<file path="config.mk">
export PLATFORM = sky130hd
export DESIGN_NAME = ram_read_streamer
export DESIGN_NICKNAME = d
export VERILOG_FILES = /design/src/rtl/ram_stream_pkg.sv /design/src/rtl/stream_fifo2.sv /design/src/rtl/ram_read_streamer.sv
export SDC_FILE = /design/constraint.sdc
export NUM_CORES = 1
export LEC_CHECK = 0
export CAP_MARGIN = 10
export CORE_AREA = 2 2 101 103
export CTS_BUF_LIST = sky130_fd_sc_hd__clkbuf_8 sky130_fd_sc_hd__clkbuf_16
export CTS_CLUSTER_SIZE = 10
export DETAILED_ROUTE_END_ITERATION = 16
export DIE_AREA = 0 0 103 105
export PLACE_DENSITY = 0.75
export SYNTH_ARGS = -nofsm -noshare
export SYNTH_HDL_FRONTEND = slang
export SYNTH_SLANG_ARGS = --single-unit
</file>
<file path="constraint.sdc">
create_clock -name clk -period 3.8 [get_ports clk]
set_clock_uncertainty 0.1 [all_clocks]
set_input_delay 1.14 -clock clk [delete_from_list [all_inputs] [get_ports clk]]
set_output_delay 1.14 -clock clk [all_outputs]
set_load 0.01 [all_outputs]
</file>
<file path="src/rtl/ram_stream_pkg.sv">
// Shared widths and types for the RAM read-side streamer.
package ram_stream_pkg;
   localparam int DEF_ADDR_WIDTH = 10;
   localparam int DEF_DATA_WIDTH = 32;
   localparam int DEPTH          = 1 << DEF_ADDR_WIDTH;

   typedef logic [DEF_ADDR_WIDTH-1:0] addr_t;
   typedef logic [DEF_DATA_WIDTH-1:0] data_t;
   typedef logic [DEF_ADDR_WIDTH:0]   count_t;
endpackage

</file>
<file path="src/rtl/stream_fifo2.sv">
// Two-entry output FIFO; push and pop may coincide even when full.
module stream_fifo2 #(
   parameter int DATA_WIDTH = 32
) (
   input  logic                  clk_i,
   input  logic                  rst_ni,
   input  logic                  push_i,
   input  logic                  pop_i,
   input  logic [DATA_WIDTH-1:0] data_i,
   output logic [DATA_WIDTH-1:0] data_o,
   output logic [1:0]            cnt_o
);
   logic [1:0][DATA_WIDTH-1:0] mem_q;
   logic                       wp_q, rp_q;
   logic [1:0]                 cnt_q;

   always_ff @(posedge clk_i or negedge rst_ni) begin
      if (!rst_ni) begin
         mem_q <= '0;
         wp_q  <= 1'b0;
         rp_q  <= 1'b0;
         cnt_q <= 2'd0;
      end else begin
         if (push_i) begin
            mem_q[wp_q] <= data_i;
            wp_q        <= ~wp_q;
         end
         if (pop_i) rp_q <= ~rp_q;
         case ({push_i, pop_i})
            2'b10:   cnt_q <= cnt_q + 2'd1;
            2'b01:   cnt_q <= cnt_q - 2'd1;
            default: cnt_q <= cnt_q;
         endcase
      end
   end

   assign data_o = mem_q[rp_q];
   assign cnt_o  = cnt_q;
endmodule

</file>
<file path="src/rtl/ram_read_streamer.sv">
// Reads words back from the writer's circular RAM in write order and streams
// them out on valid/ready, with occupancy and sticky overflow flags.
module ram_read_streamer
   import ram_stream_pkg::*;
#(
   parameter int ADDR_WIDTH = DEF_ADDR_WIDTH,
   parameter int DATA_WIDTH = DEF_DATA_WIDTH
) (
   input  logic                  clk,
   input  logic                  rst,
   input  logic                  wr_en,
   output logic                  rd_en,
   output logic [ADDR_WIDTH-1:0] rd_addr,
   input  logic [DATA_WIDTH-1:0] ram_rdata,
   output logic [DATA_WIDTH-1:0] out_data,
   output logic                  out_valid,
   input  logic                  out_ready,
   output logic [ADDR_WIDTH:0]   count,
   output logic                  empty,
   output logic                  full,
   output logic                  overflow
);
   localparam logic [ADDR_WIDTH:0] FULL_CNT = {1'b1, {ADDR_WIDTH{1'b0}}};

   logic [ADDR_WIDTH-1:0] rd_ptr_q, rd_ptr_d;
   logic [ADDR_WIDTH:0]   count_q, count_d;
   logic                  inflight_q;
   logic                  overflow_q, overflow_d;
   logic [1:0]            buf_cnt;
   logic [2:0]            occ;
   logic                  pop, wr_acc;

   // Credit: buffered + in-flight words after this cycle's pop must stay
   // below two, so the 2-entry FIFO can never be overrun.
   always_comb begin
      pop        = out_valid & out_ready;
      occ        = {1'b0, buf_cnt} + {2'b00, inflight_q} - {2'b00, pop};
      rd_en      = (count_q != '0) && (occ < 3'd2);
      wr_acc     = wr_en && (!full || rd_en);
      count_d    = count_q;
      if (wr_acc && !rd_en)      count_d = count_q + (ADDR_WIDTH+1)'(1);
      else if (!wr_acc && rd_en) count_d = count_q - (ADDR_WIDTH+1)'(1);
      rd_ptr_d   = rd_en ? rd_ptr_q + ADDR_WIDTH'(1) : rd_ptr_q;
      overflow_d = overflow_q | (wr_en & full & ~rd_en);
   end

   always_ff @(posedge clk or negedge rst) begin
      if (!rst) begin
         rd_ptr_q   <= '0;
         count_q    <= '0;
         inflight_q <= 1'b0;
         overflow_q <= 1'b0;
      end else begin
         rd_ptr_q   <= rd_ptr_d;
         count_q    <= count_d;
         inflight_q <= rd_en;
         overflow_q <= overflow_d;
      end
   end

   stream_fifo2 #(.DATA_WIDTH(DATA_WIDTH)) u_fifo (
      .clk_i  (clk),
      .rst_ni (rst),
      .push_i (inflight_q),
      .pop_i  (pop),
      .data_i (ram_rdata),
      .data_o (out_data),
      .cnt_o  (buf_cnt)
   );

   assign out_valid = (buf_cnt != 2'd0);
   assign rd_addr   = rd_ptr_q;
   assign count     = count_q;
   assign empty     = (count_q == '0);
   assign full      = (count_q == FULL_CNT);
   assign overflow  = overflow_q;
endmodule

</file>
======== Yosys cells after proc, flatten, opt, wreduce, memory -nomap -nowiden ========
Index checks and enable logic that the tools add are counted.
cells by class
  bitwise operators ....................... 7
  order comparisons ....................... 4
  divide/modulo/power cells ............... 0
  equality and inequality tests ........... 3
  reduce and logical (&&, ||, !) cells .... 14
  add/subtract/negate cells ............... 7
  $mul .................................... 0
  mux-type cells .......................... 8
  shifts and indexed selects .............. 0
operator list
  operator                                              count
  two-way mux 32 bit                                    3
  bitwise mux 64 bit                                    1
  demux 32 bit (select 1 bit)                           1
  two-way mux 11 bit                                    2
  adder 11 x 1 -> 11 bit (second input constant)        1
  equality test 11 bit (second input constant)          1
  zero test 11 bit                                      1
  nonzero test 11 bit                                   1
  subtractor 11 x 1 -> 11 bit (second input constant)   1
  adder 10 x 1 -> 10 bit (second input constant)        1
  nonzero test 2 bit                                    3
  logical AND 1 bit                                     5
  < comparator 1 x 2 -> 1 bit (second input constant)   2
  one-hot mux 2 bit (2 select lines)                    1
  adder 2 x 1 -> 3 bit                                  1
  bitwise AND 1 bit                                     3
  zero test 1 bit                                       3
  < comparator 3 x 2 -> 1 bit (second input constant)   1
  NOT 1 bit                                             3
  subtractor 3 x 1 -> 3 bit                             1
  adder 2 x 1 -> 2 bit (second input constant)          1
  equality test 2 x 1 -> 1 bit (second input constant)  1
  equality test 2 bit (second input constant)           1
  subtractor 2 x 1 -> 2 bit (second input constant)     1
  3 further kinds                                       3
word-level totals
  memories ................................ 0
  memory bits (writable) .................. 0
  ROM bits ................................ 0
  flip-flop bits (word level) ............. 91
  bits of input ports ..................... 36
  logic and storage cells ................. 52
  output and inout bits ................... 58
  bits in latches ......................... 0

======== Longest topological paths before layout ========
  depth after elaboration ................. 11
  gate-level depth with buffers ........... 17
  mapped depth without buffers ............ 16

======== Hierarchy ========
From an unflattened synthesis, not the netlist that was laid out.
second synthesis, totals
  cells, all modules ...................... 324
  area, all modules ....................... 4,345.4 µm²
by module, submodules not included
  module             seq. area each (µm²)  area each (µm²)  instances  cells an instance
  stream_fifo2       1,701.6               2,920.3          1          184
  ram_read_streamer  575.6                 1,425.1          1          140

======== Least setup slack after synthesis ========
Ideal clock, no wire load.
  path type ............................... input-to-reg
  start point ............................. input out_ready
  end point ............................... register count_q[10], in the netlist count[10]
  library setup time ...................... 90 ps
  path slack .............................. -646 ps
  arrival time ............................ 4,256 ps
  required time ........................... 3,610 ps
  stages .................................. 17
  cells stage by stage .................... nand2b_1 > nor2_1 > o21ai_0 > fa_1 > xnor2_1 > and2_1 > nor2b_2 > buf_6 > inv_6 > ha_1 > inv_1 > fa_1 > a211oi_1 > o21ai_0 > o2111ai_1 > mux2_2 > o2111ai_1
on the way
  cells in the longest elaborated chain, start to end .. 9
RTL lines
  what                                 RTL line                 source
  from (decl)                          ram_read_streamer.sv:17  input logic out_ready,
  bitwise AND 1 bit (*)                ram_read_streamer.sv:36  pop = out_valid & out_ready;
  subtractor 3 x 1 -> 3 bit (*)        ram_read_streamer.sv:37  occ = {1'b0, buf_cnt} + {2'b00, inflight_q} - {2'b00, pop};
  < comparator 3 x 2 -> 1 bit (*)      ram_read_streamer.sv:38  rd_en = (count_q != '0) && (occ < 3'd2);
  logical AND 1 bit (*)                ram_read_streamer.sv:38
  named net rd_en                      ram_read_streamer.sv:12  output logic rd_en,
  logical OR 1 bit                     ram_read_streamer.sv:39  wr_acc = wr_en && (!full || rd_en);
  logical AND 1 bit                    ram_read_streamer.sv:39
  zero test 1 bit                      ram_read_streamer.sv:42  else if (!wr_acc && rd_en) count_d = count_q - (ADDR_WIDTH+1)'(1);
  logical AND 1 bit                    ram_read_streamer.sv:42
  nonzero test 2 bit (no source line)  --
  to (signal assigned)                 ram_read_streamer.sv:55  count_q <= count_d;
  to (decl)                            ram_read_streamer.sv:26  logic [ADDR_WIDTH:0] count_q, count_d;
Mark *: on every way through the listed nets, which the timed path passes. The rest lies on a longest branch.
A chain may end at the register's enable or synchronous reset.

======== Worst setup path after layout ========
  start point ............................. input out_ready
  end point ............................... register count_q[10], in the netlist count[10]
on the way
  cells in the longest elaborated chain, start to end .. 9
RTL lines
  what                                 RTL line
  bitwise AND 1 bit (*)                ram_read_streamer.sv:36
  subtractor 3 x 1 -> 3 bit (*)        ram_read_streamer.sv:37
  < comparator 3 x 2 -> 1 bit (*)      ram_read_streamer.sv:38
  logical AND 1 bit (*)                ram_read_streamer.sv:38
  logical OR 1 bit                     ram_read_streamer.sv:39
  logical AND 1 bit                    ram_read_streamer.sv:39
  zero test 1 bit                      ram_read_streamer.sv:42
  logical AND 1 bit                    ram_read_streamer.sv:42
  nonzero test 2 bit (no source line)  --
Every way passes the cells marked *; elsewhere a longest branch is shown, timed or not.

==> summary.md <==
| Metric | Value |
|---|---|
| Area of the multi-input gates | `2120 µm²` |
| EDFF count, synth | `0` |
| RSZ-0062 raised after global routing | `yes` |
| Crit end category | `flop` |
| Total gr overflow | `0` |
| CTS Sinks | `91` |
| Mux cell area share after synthesis | `25.1%` |
| Compound-Gate Fraction of Synth Area | `5.32%` |
| Fin. Hold Viols | `0` |
| Hold_ws | `about 380 ps` |
| Crit Path Max Fanout | `5` |
| Status | `finished with violations` |
| # IOs | `94` |
| Setup ws final | `-38.7 ps` |
| CTS Buffer Depth | `2` |
| Cells after Synth | `343` |
| CTS root buffer | `clkbuf_8` |
| Setup Crit Path Kind | `in -> reg` |
| Ys async rst share | `100%` |
| CP Data Arrival Time | `4010 ps` |
| Max VDD drop | `between 0.6 and 0.7 mV` |
| Hpwl dp | `6700 µm` |
| Mapped Area | `between 4000 and 5000 µm²` |
| Type of the most critical hold path | `reg -> reg` |
| Drt first-iter violations | `54` |
| DR pass1 iterations | `4` |
| Largest family of logic cells by synthesized area | `multiplexers` |
| CTS tree | `built` |
| Slew @ Worst Pin | `989 ps` |
| Number of distinct library cells after synthesis | `42` |
| Layout cells sized above 1 | `37.7%` |
| DR WL/cell | `15.9 µm` |
| Worst slack, placed | `-954 ps` |
| Adder-Cell Fraction of Synth Area | `4.04%` |
| Initial Utilization | `45.6%` |
| Dominant cells by area after synthesis | `dfrtp_1 52%, mux2_2 25%, ha_1 3.1%, xnor2_1 2.6%, nand2_1 2.0%` |
| CP Launch Type | `primary input` |
| Post-route ant nets | `0` |
| Pwr Total | `0.00648 W` |
| Post-route setup TNS | `-38.7 ps` |
| CTS H-tree lvls | `3` |
| FP Rows | `36` |
| Net count, final | `about 520` |
| Buffers on Ports | `93` |
| Tcrit/Tclk final | `101%` |
| Failing checks | `negative setup slack` |
| Post-synthesis register bit count | `91` |
| Most common cell after layout, fill and taps aside | `mux2_2` |
| Die Ht | `105 µm` |
| Max Slew Vio Count | `0` |
| Ys Warns | `0` |
| Routability cong. | `0.863` |
| PwrDens | `between 1000 and 1500 nW/µm²` |
| Initial antenna violation count | `0` |
| Largest net degree at the start of global routing | `52` |
| Area delta synth->final | `37.1%` |
| # DRC | `0` |
| Final Critical Period | `about 3800 ps` |
| Xor/xnor share of the synthesized area | `3.98%` |
| P_leak | `2.55 nW` |
| Headroom to the max-slew limit | `34.0%` |
| Post-Route WL | `9620 µm` |
| Clock Latency Late Sink | `350 ps` |
| CTS Hold Bufs | `0` |
| Die area | `10800 µm²` |
| Clk slew on worst S/H paths | `90 ps` |
| Simple-Gate Fraction of Synth Area | `7.42%` |
| Vias in the first global route | `3226` |
| Die width | `103 µm` |
| FF+latch area | `2280 µm²` |
| Syn_nets | `~390` |
| Sequential area share after synthesis | `around 52%` |
| CP Data Required Time | `3970 ps` |
| Cts bufs inserted | `9` |
| Fmax | `around 0.26 GHz` |
| Final setup viols | `1` |
| Fill cells | `791` |
| Vias | `3076` |
| First-pass GRT wire length | `15500 µm` |
| Mapped Avg Cell Area | `12.8 µm²` |
| DR vias/cell | `5.08` |
| Placeable Area | `a little under 10000 µm²` |
| Top cell type's share of synthesized area | `51.8%` |
| # diodes | `0` |
| Max Cap Violations | `0` |
| GR Util All Layers | `18.3%` |
| Most frequent cells in the layout | `97 x mux2_2, 91 x dfrtp_1, 90 x clkdlybuf4s50_1` |
| Cell taking the most area after synthesis | `dfrtp_1` |
| Post-synth top flop | `dfrtp_1` |
through the flow:
stage	instances	util (%)	area [µm²]
6_report	605	62.6	6030
5_1_grt	605	62.6	6030
4_1_cts	603	62.3	6000
3_5_place_dp	583	59.4	5730
3_3_place_gp	583	59.4	5730
2_1_floorplan	343	-	4470
flip-flops by register name, summed over array words and instances, names as in the netlist:
name and count:
count 11, rd_addr 10, u_fifo.cnt_o 2, inflight_q 1, overflow 1, u_fifo.rp_q 1
u_fifo.wp_q 1, u_fifo.mem_q 64
kinds of logic after synthesis:
group | count (synthesis)
buffers and inverters | 22
xor gates and xnor gates | 20
adders and majority gates | 13
and+or+nand+nor | 61
muxes | 98
DFF | 91
AOI/OAI and AO/OA | 38
report_power, final:
| part | internal [W] | switching (W) | leakage (nW) |
|---|---|---|---|
| Sequential | 0.00147 | 0.000341 | 1.08 |
| Combinational | 0.00229 | 0.00168 | 1.37 |
| Clock | 0.000368 | 0.000336 | 0.102 |
| Total | 0.00413 | 0.00235 | 2.55 |
cell type report:
class	count	share of cell area, %
clock buffers	9	2.05
clock inverters	6	1.47
inverters	7	0.685
multi-input cells	230	35.1
flip-flops and latches	91	37.8
well taps	133	2.76
repair buffers	128	20.0
repair inverters	1	0.104
metal layers:
| metal | track usage (%) | wire length (µm) | part of all wire [%] | vias up |
|---|---|---|---|---|
| met3 | 5.08 | 482 | 5.0 | 7 |
| li1 | - | - | - | 1467 |
| met5 | 0 | 0 | 0 | - |
| met1 | 22.8 | 4060 | 42 | 1536 |
| met2 | 31.3 | 4990 | 52 | 66 |
| met4 | 3.95 | 80 | 0.83 | 0 |
Yosys cell counts, types with 3 or more instances:
cell      instances
nor2_1           10
ha_1             11
o21ai_0          14
clkbuf_1          5
a21oi_1           8
nand2_1          23
dfrtp_1          91
buf_2             8
mux2_2           98
a21o_1            3
xnor2_1          13
and3_1            4
xor2_1            7
nand3_1           5
nor2b_1           3
inv_1             6
final timing paths:
path	startpoint	to	slack, ps	cells past startpoint
max	out_ready	count[10]	-40	16
min	overflow	overflow	380	1
max reg2reg	u_fifo.cnt_o[1]	count[10]	200	15
min reg2reg	overflow	overflow	380	1
max in group asynchronous	rst	u_fifo.mem_q[53]	2260	2
min in group asynchronous	rst	u_fifo.mem_q[59]	660	1
timing repair:
item / in CTS / in global routing
pin swaps: 8 / 9
endpoints found under the setup margin: 11 / 8
setup buffers: 4 / 2
gates cloned: 1 / 0
gates resized for setup: 15 / 6
worst max-delay path: stages:
cell       delay [ps]
buf_8              90
nand2b_4           60
nor2_4            110
o21ai_2            80
fa_2              540
and2_4            140
and2b_1           190
nor2b_2           160
ha_4              210
inv_8              50
ha_1              320
a211oi_2          290
o21ai_1           130
o2111ai_2         120
mux2_4            330
o2111ai_2          60
(Power assumes the default switching activity.)
